### config.mk
export PLATFORM = sky130hd
export DESIGN_NAME = db_burst_reader
export DESIGN_NICKNAME = d
export VERILOG_FILES = /design/src/rtl/kf_db_pkg.sv /design/src/rtl/db_rd_stage.sv /design/src/rtl/db_burst_reader.sv
export SDC_FILE = /design/constraint.sdc
export NUM_CORES = 1
export LEC_CHECK = 0
export CAP_MARGIN = 25
export CORE_ASPECT_RATIO = 1.4
export CORE_MARGIN = 3
export CORE_UTILIZATION = 55
export DETAILED_ROUTE_END_ITERATION = 12
export DONT_BUFFER_PORTS = 1
export MAX_ROUTING_LAYER = met4
export PLACE_DENSITY = 0.83
export SYNTH_ARGS = -nofsm -noshare
export SYNTH_HDL_FRONTEND = slang
export SYNTH_HIERARCHICAL = 1
export SYNTH_SLANG_ARGS = --single-unit
### constraint.sdc
create_clock -name clk -period 3.4 [get_ports clk]
set_clock_uncertainty 0.05 [all_clocks]
set_input_delay 1.02 -clock clk [delete_from_list [all_inputs] [get_ports clk]]
set_output_delay 1.02 -clock clk [all_outputs]
set_load 0.02 [all_outputs]
### src/rtl/kf_db_pkg.sv
`default_nettype none
// ============================================================================
// Module      : kf_db_pkg
// Description : Shared sizing and read-engine state encoding for the data bank.
// Revision    : 1.0 - initial release
// ============================================================================
package kf_db_pkg;

    localparam int c_db_w     = 24;
    localparam int c_db_depth = 40;
    localparam int c_db_addrw = 6;

    localparam int c_st_w = 2;
    typedef logic [c_st_w-1:0] state_t;

    localparam state_t c_st_idle  = 2'd0;
    localparam state_t c_st_run   = 2'd1;
    localparam state_t c_st_drain = 2'd2;

endpackage
`default_nettype wire

### src/rtl/db_rd_stage.sv
`default_nettype none
// ============================================================================
// Module      : db_rd_stage
// Description : Output register for a bank reader: load, hold while stalled,
//               clear after the final handshake.
// Revision    : 1.0 - initial release
// ============================================================================
module db_rd_stage
    import kf_db_pkg::*;
#(
    parameter int W = c_db_w
) (
    input  logic         clk,
    input  logic         rst_n,
    input  logic         i_load,
    input  logic         i_clear,
    input  logic [W-1:0] i_data_a,
    input  logic [W-1:0] i_data_b,
    input  logic         i_b_vld,
    input  logic         i_last,
    output logic         o_valid,
    output logic [W-1:0] o_data_a,
    output logic [W-1:0] o_data_b,
    output logic         o_b_vld,
    output logic         o_last
);

    logic         r_valid;
    logic [W-1:0] r_data_a;
    logic [W-1:0] r_data_b;
    logic         r_b_vld;
    logic         r_last;

    // Load wins over clear so a reader may refill in the same cycle it drains.
    always_ff @(posedge clk or negedge rst_n) begin
        if (!rst_n) begin
            r_valid  <= 1'b0;
            r_data_a <= '0;
            r_data_b <= '0;
            r_b_vld  <= 1'b0;
            r_last   <= 1'b0;
        end else if (i_load) begin
            r_valid  <= 1'b1;
            r_data_a <= i_data_a;
            r_data_b <= i_data_b;
            r_b_vld  <= i_b_vld;
            r_last   <= i_last;
        end else if (i_clear) begin
            r_valid  <= 1'b0;
            r_last   <= 1'b0;
        end
    end

    assign o_valid  = r_valid;
    assign o_data_a = r_data_a;
    assign o_data_b = r_data_b;
    assign o_b_vld  = r_b_vld;
    assign o_last   = r_last;

endmodule
`default_nettype wire

### src/rtl/db_burst_reader.sv
`default_nettype none
// ============================================================================
// Module      : db_burst_reader
// Description : Burst read engine sweeping the data bank's two async read
//               ports and streaming words out on valid/ready.
// Revision    : 1.0 - initial release
// ============================================================================
module db_burst_reader
    import kf_db_pkg::*;
#(
    parameter int W     = c_db_w,
    parameter int DEPTH = c_db_depth,
    parameter int ADDRW = c_db_addrw
) (
    input  logic             clk,
    input  logic             rst_n,
    input  logic             cmd_valid,
    output logic             cmd_ready,
    input  logic [ADDRW-1:0] cmd_base,
    input  logic [ADDRW:0]   cmd_len,
    input  logic             cmd_pair,
    output logic [ADDRW-1:0] db_raddr_a,
    output logic [ADDRW-1:0] db_raddr_b,
    input  logic [W-1:0]     db_rdata_a,
    input  logic [W-1:0]     db_rdata_b,
    output logic             out_valid,
    input  logic             out_ready,
    output logic [W-1:0]     out_data_a,
    output logic [W-1:0]     out_data_b,
    output logic             out_b_vld,
    output logic             out_last,
    output logic             done,
    output logic             err
);

    state_t           r_state;
    state_t           w_state_nxt;
    logic [ADDRW-1:0] r_base;
    logic [ADDRW:0]   r_beats;
    logic [ADDRW:0]   r_idx;
    logic             r_pair;
    logic             r_odd;
    logic             r_err;
    logic             r_done;

    logic [ADDRW+1:0] w_end;
    logic [ADDRW:0]   w_beats;
    logic [ADDRW-1:0] w_off;
    logic [ADDRW-1:0] w_addr_a;
    logic             w_accept;
    logic             w_illegal;
    logic             w_run;
    logic             w_load;
    logic             w_last;
    logic             w_b_vld;
    logic             w_hs;
    logic             w_clear;

    assign cmd_ready = (r_state == c_st_idle);
    assign w_accept  = cmd_valid & cmd_ready;
    // Extra headroom bits make base+len exact, so no wrapped burst can pass.
    assign w_end     = {2'b00, cmd_base} + {1'b0, cmd_len};
    assign w_illegal = (cmd_len == '0) || (w_end > (ADDRW+2)'(DEPTH));
    assign w_beats   = cmd_pair ? ({1'b0, cmd_len[ADDRW:1]} + {{ADDRW{1'b0}}, cmd_len[0]})
                                : cmd_len;

    assign w_run    = (r_state == c_st_run);
    assign w_hs     = out_valid & out_ready;
    assign w_load   = w_run & (~out_valid | out_ready);
    assign w_clear  = (r_state == c_st_drain) & w_hs;
    assign w_last   = (r_idx == r_beats - (ADDRW+1)'(1));
    assign w_b_vld  = r_pair & ~(w_last & r_odd);
    assign w_off    = r_pair ? {r_idx[ADDRW-2:0], 1'b0} : r_idx[ADDRW-1:0];
    assign w_addr_a = r_base + w_off;

    // Port B mirrors port A on the odd tail beat so it never leaves the burst.
    assign db_raddr_a = w_run ? w_addr_a : '0;
    assign db_raddr_b = (w_run & r_pair) ? (w_b_vld ? w_addr_a + ADDRW'(1) : w_addr_a) : '0;

    always_comb begin
        w_state_nxt = r_state;
        case (r_state)
            c_st_idle:  if (w_accept && !w_illegal) w_state_nxt = c_st_run;
            c_st_run:   if (w_load && w_last)       w_state_nxt = c_st_drain;
            c_st_drain: if (w_hs)                   w_state_nxt = c_st_idle;
            default:                                w_state_nxt = c_st_idle;
        endcase
    end

    always_ff @(posedge clk or negedge rst_n) begin
        if (!rst_n) begin
            r_state <= c_st_idle;
            r_base  <= '0;
            r_beats <= '0;
            r_idx   <= '0;
            r_pair  <= 1'b0;
            r_odd   <= 1'b0;
            r_err   <= 1'b0;
            r_done  <= 1'b0;
        end else begin
            r_state <= w_state_nxt;
            r_err   <= w_accept & w_illegal;
            r_done  <= w_clear;
            if (w_accept && !w_illegal) begin
                r_base  <= cmd_base;
                r_pair  <= cmd_pair;
                r_odd   <= cmd_len[0];
                r_beats <= w_beats;
                r_idx   <= '0;
            end else if (w_load) begin
                r_idx   <= r_idx + (ADDRW+1)'(1);
            end
        end
    end

    assign done = r_done;
    assign err  = r_err;

    db_rd_stage #(
        .W (W)
    ) u_rd_stage (
        .clk      (clk),
        .rst_n    (rst_n),
        .i_load   (w_load),
        .i_clear  (w_clear),
        .i_data_a (db_rdata_a),
        .i_data_b (w_b_vld ? db_rdata_b : '0),
        .i_b_vld  (w_b_vld),
        .i_last   (w_last),
        .o_valid  (out_valid),
        .o_data_a (out_data_a),
        .o_data_b (out_data_b),
        .o_b_vld  (out_b_vld),
        .o_last   (out_last)
    );

endmodule
`default_nettype wire

# Word level (Yosys, flattened, before mapping)
# Cells that the tools add are included.
# Widths: inputs -> output; s select.
dict set report totals {
  ff_bits 77
  in_bits 66
  output_inout_bits 66
  elab_cells 61
}
dict set report classes {
  n_addsub 6
  magnitude_cmp 1
  n_eq_ne 6
  mux 15
  bitwise 11
  reduce_logical 9
}
# operator count
set op_table {}
lappend op_table {{$mux 24} 1}
lappend op_table {{$mux 6} 4}
lappend op_table {{$mux 7} 3}
lappend op_table {{$add 6x7->8} 1}
lappend op_table {{$and 1x1->1} 8}
lappend op_table {{$gt 8x6->1 const B} 1}
lappend op_table {{$add 6x1->7} 1}
lappend op_table {{$add 7x1->7 const B} 1}
lappend op_table {{$eq 7x7->1} 1}
lappend op_table {{$logic_not 7->1} 1}
lappend op_table {{$sub 7x1->7 const B} 1}
lappend op_table {{$add 6x1->6 const B} 1}
lappend op_table {{$add 6x6->6} 1}
lappend op_table {{$mux 2} 3}
lappend op_table {{$pmux 2 s3} 1}
lappend op_table {{$ne 2x1->1 const B} 2}
lappend op_table {{$reduce_bool 2->1} 2}
lappend op_table {{$mux 1} 3}
lappend op_table {{$reduce_and 3->1} 1}
lappend op_table {{$eq 2x1->1 const B} 1}
lappend op_table {{$eq 2x2->1 const B} 1}
lappend op_table {{$logic_and 1x1->1} 2}
lappend op_table {{$logic_not 2->1} 1}
lappend op_table {{$ne 2x2->1 const B} 1}
lappend op_table {{other kinds (4)} 5}

# Logic depth before layout (Yosys ltp)
dict set report logic_depth {
  depth_word 7
  ltp_mapped 12
  ltp_nobuf 10
}

# By module
# Netlist, hierarchy kept.
# module instances cells_each area_each_um2 seq_area_each_um2
set modules_own_cells {}
lappend modules_own_cells {db_burst_reader 1 267 2462.4 650.6}
lappend modules_own_cells {db_rd_stage 1 110 2134.5 1276.2}

# Worst setup path before layout
# Ideal clock, no wire load.
dict set report synth_timing {
  kind {register to output}
  startpoint {reg r_pair}
  endpoint {out db_raddr_b[5]}
  arrival_ns 2.739
  t_required_ns 2.330
  path_slack_ns -0.409
  path_stages_with_launch 12
  n_path_buf 2
  path_cell_list {dfrtp_1 clkbuf_1 clkbuf_1 mux2i_1 inv_1 ha_1 a21o_1 a21oi_1 o21ai_0 xnor2_1 or2_2 mux2i_1}
}
dict set report synth_between {
  elab_chain_cells 5
  word_cells_on_any_way 7
  classes_between {add/sub (2); mux (3); bitwise (2)}
}
# element line_no
set synth_rtl {}
lappend synth_rtl {{start, declared} db_burst_reader.sv:41} ;# logic r_pair;
lappend synth_rtl {{start signal, assigned} db_burst_reader.sv:106} ;# r_pair <= cmd_pair;
lappend synth_rtl {{$mux 6} db_burst_reader.sv:73} ;# assign w_off = r_pair ? {r_idx[ADDRW-2:0], 1'b0} : r_idx[ADDRW-1:0];
lappend synth_rtl {{$add 6x6->6} db_burst_reader.sv:74} ;# assign w_addr_a = r_base + w_off;
lappend synth_rtl {{$add 6x1->6} db_burst_reader.sv:78} ;# assign db_raddr_b = (w_run & r_pair) ? (w_b_vld ? w_addr_a + ADDRW'(1) : w_addr_a) : '0;
lappend synth_rtl {{$mux 6} db_burst_reader.sv:78}
lappend synth_rtl {{$mux 6 (*)} db_burst_reader.sv:78}
lappend synth_rtl {{end, declared} db_burst_reader.sv:23} ;# output logic [ADDRW-1:0] db_raddr_b,
# Mark *: on every way between the ends. The rest lies on a longest branch, timed or not.

# Final worst setup path
# Ends and elaborated chain as after synthesis.

==> summary.md <==
| Metric | Value |
|---|---|
| Slew margin rel. | `62.7%` |
| Ranking of synthesized cells by area | `dfrtp_1, mux2_4, ha_1` |
| Tcrit/Tclk final | `110%` |
| Core Util, Final | `67.1%` |
| PD cells | `1140 nW/µm²` |
| DP Area | `4840 µm²` |
| Die X | `83.3 µm` |
| Inserted Clock Buffers | `9` |
| Largest stage delay, worst path | `480 ps` |
| Initial antenna violation count | `0` |
| Root Buffer | `clkbuf_8` |
| CP Class | `reg -> out` |
| Via density | `5.95` |
| Crit-path cells | `mux2i_4 > buf_4 > fa_2 > nor2b_2 > o21ai_1 > nand2b_1 > xnor2_1 > and4bb_2 > mux2i_4` |
| Top delay family on crit path | `simple AND/OR/NAND/NOR gates` |
| Fillcell total | `536` |
| Worst Setup Start Kind | `flop` |
| Final Max Slew Viols | `0` |
| Most numerous cell in the Yosys netlist | `dfrtp_1` |
| I/O pin count | `132` |
| Slowest cell on crit path | `dfrtp_2` |
| Routing usage on met2 | `36.7%` |
| DRT iter0 DRCs | `171` |
| Netlist cell types | `57` |
| Clock Sink Count | `77` |
| Worst EP required | `2330 ps` |
| Worst hold path type | `in -> async` |
| Worst setup margin | `-350 ps` |
| Layout area overhead | `16.0%` |
| Worst setup path startpoint | `r_pair` |
| Mapped Cells | `377` |
| Synth Flop Type | `dfrtp_1` |
| Critical Path AT | `2680 ps` |
| Final setup viols | `8` |
| Worst-Margin Slew | `558 ps` |
| Register area share after synthesis | `41.9%` |
| CTS tree | `built` |
| Post-route antenna net violation count | `0` |
| Final instance area | `5330 µm²` |
| Post-Syn Area | `4600 µm²` |
| Chip height | `114 µm` |
| Starting Density | `57.9%` |
| DR vias | `3052` |
| Met3 GRT Util | `7.78%` |
| Routed len/inst | `20.4 µm` |
| Final count of hold timing violations | `0` |
| Clk slew on worst S/H paths | `80 ps` |
| GRT Overall Usage | `23.2%` |
| Hold Buf Count CTS | `0` |
| Most frequent CP cell | `mux2i_4` |
| Die Area | `9510 µm²` |
| Worst-Skew Late Latency | `360 ps` |
| Worst hold slack | `296 ps` |
| Yosys top cell by area | `dfrtp_1` |
| Rows | `38` |
| I/O Buffers | `0` |
| DRC violations left | `0` |
| #FFs+latches synth | `77` |
| Layout Nets | `493` |
| Post-synth top cells | `dfrtp_1, mux2_4, and3_1` |
| Clock Path Buffers | `2` |
| P_leak | `2.51 nW` |
| Post-synth ARST share | `100%` |
| Critical path buffers and inverters | `1` |
| Status | `complete, but fails checks` |
| Crit. End Element | `output pin` |
| Yosys top cell area share | `41.9%` |
| Vias in the first global route | `3282` |
| WL final | `10500 µm` |
| Fmax | `0.267 GHz` |
| RSZ-0062 raised after global routing | `true` |
| Max rail drop VDD | `0.000548 V` |
| CP Max Fanout | `5` |
| Core Region | `7940 µm²` |
| Overflow after GRT | `0` |
| Failing checks | `negative setup slack` |
| R2R Setup Slk | `830 ps` |
| First-pass GRT wire length | `17000 µm` |
| Largest net degree at the start of global routing | `78` |
| Post-synth EDFFs | `0` |
| Avg Cell Area, Syn | `12.2 µm²` |
| Grt met1 use | `26.6%` |
| Drt pass-1 iters | `4` |
| FF-to-FF End | `u_rd_stage/o_data_b[22]` |
| Max-Cap Viols | `0` |
| H-tree depth | `3` |
| Post-Syn Nets | `462` |
| Routability cong. | `0.824` |
| YS warnings | `6` |
| Worst reg-to-reg path cell count | `11` |
| Detail Placement HPWL | `7020 µm` |
| ANT cells | `0` |
| Layout cell share with drive strength beyond 1 | `39.7%` |
| GR peak layer | `met2` |
| Min cycle time layout | `3750 ps` |
| Reg2reg start | `r_beats[1]` |
## power by group
| part | switching, W | total (W) | internal (W) |
|---|---|---|---|
| logic | 0.00156 | 0.00334 | 0.00178 |
| clock network | 0.000321 | 0.000678 | 0.000357 |
| registers | 0.000744 | 0.00207 | 0.00132 |
| total | 0.00262 | 0.00609 | 0.00347 |
## kinds of logic (layout without fill, tap and decap cells)
group | count (synthesis) | in the layout | synth area share [%]
AO/OA/AOI/OAI | 51 | 51 | 8.17
buffers and inverters | 32 | 68 | 4.79
flip-flops | 77 | 77 | 41.9
AND/OR/NAND/NOR | 101 | 101 | 12.5
multiplexers | 74 | 74 | 22.4
XOR/XNOR | 23 | 23 | 4.68
adder cells (fa/ha/maj) | 19 | 19 | 5.50
## worst max path at each step
stage / endpoint / cells after the start
final: db_raddr_b[5] / 9
after global routing: db_raddr_b[5] / 10
after CTS: db_raddr_b[5] / 10
after global placement: db_raddr_b[5] / 8
after detailed placement: db_raddr_b[5] / 8
after floorplan: db_raddr_b[5] / 12
## worst reg2reg max path, cell delays in order (launching register included)
cell and delay, ps:
dfrtp_1 380, inv_2 70, ha_4 170, o21bai_1 150, a211o_1 340, a31oi_4 200
o2111ai_4 190, buf_4 200, buf_6 110, buf_4 150, and3_1 200, mux2_4 260
## final cells by class
| cell class | instances | area [µm²] | share of cell area [%] |
|---|---|---|---|
| multi-input combinational | 268 | 2700 | 50.6 |
| sequential | 77 | 1930 | 36.2 |
| timing repair buffer | 39 | 340 | 6.38 |
| clock buffer | 12 | 145 | 2.72 |
| tap | 100 | 125 | 2.35 |
| inverter | 13 | 48.8 | 0.915 |
| clock inverter | 4 | 47.5 | 0.892 |
## sequential cells by signal, summed over array words and instances (netlist names)
register / count
r_base: 6
u_rd_stage/o_valid: 1
r_state: 2
u_rd_stage/o_data_a: 24
r_beats: 7
r_idx: 7
err: 1
r_pair: 1
u_rd_stage/o_b_vld: 1
r_odd: 1
u_rd_stage/o_data_b: 24
u_rd_stage/o_last: 1
done: 1
## per-stage QoR
step / instances / worst slack (ps) / setup TNS (ps) / power [W]
after floorplan: 377 / 21.5 / 0 / 0.00408
after global placement: 486 / 48.0 / 0 / 0.00462
after detailed placement: 486 / -18.0 / -18.0 / 0.00472
after CTS: 505 / -293 / -1110 / 0.00574
after global routing: 513 / -477 / -2660 / 0.00645
final: 513 / -350 / -1650 / 0.00609
## placed cells by master (no fill, tap or decap), types with 5 or more instances in the layout
cell type  count
nand3_1        7
dfrtp_1       76
xor2_1         6
nand2_1       12
mux2i_1        8
a21oi_2        5
inv_1          9
nor2_1        17
buf_4         31
clkbuf_8      10
nor2b_1        5
a21o_1         8
a21oi_1       10
ha_1          11
nand2b_1       5
mux2_4        59
xnor2_1       12
buf_6          6
mux2_2         5
ha_4           5
and3_1        24
## metal layers
metal | wire (µm) | part of all wire, %
met4 | 322 | 3.1
met1 | 3970 | 38
met2 | 5280 | 50
met3 | 906 | 8.6
met5 | 0 | 0
## timing repair
action	4_1_cts	5_1_grt
cloned	0	0
gates resized for setup	27	22
pin swaps	15	10
endpoints found under the setup margin	9	10
setup buffers	3	8
Note: power is estimated with default switching activity, not from simulation.
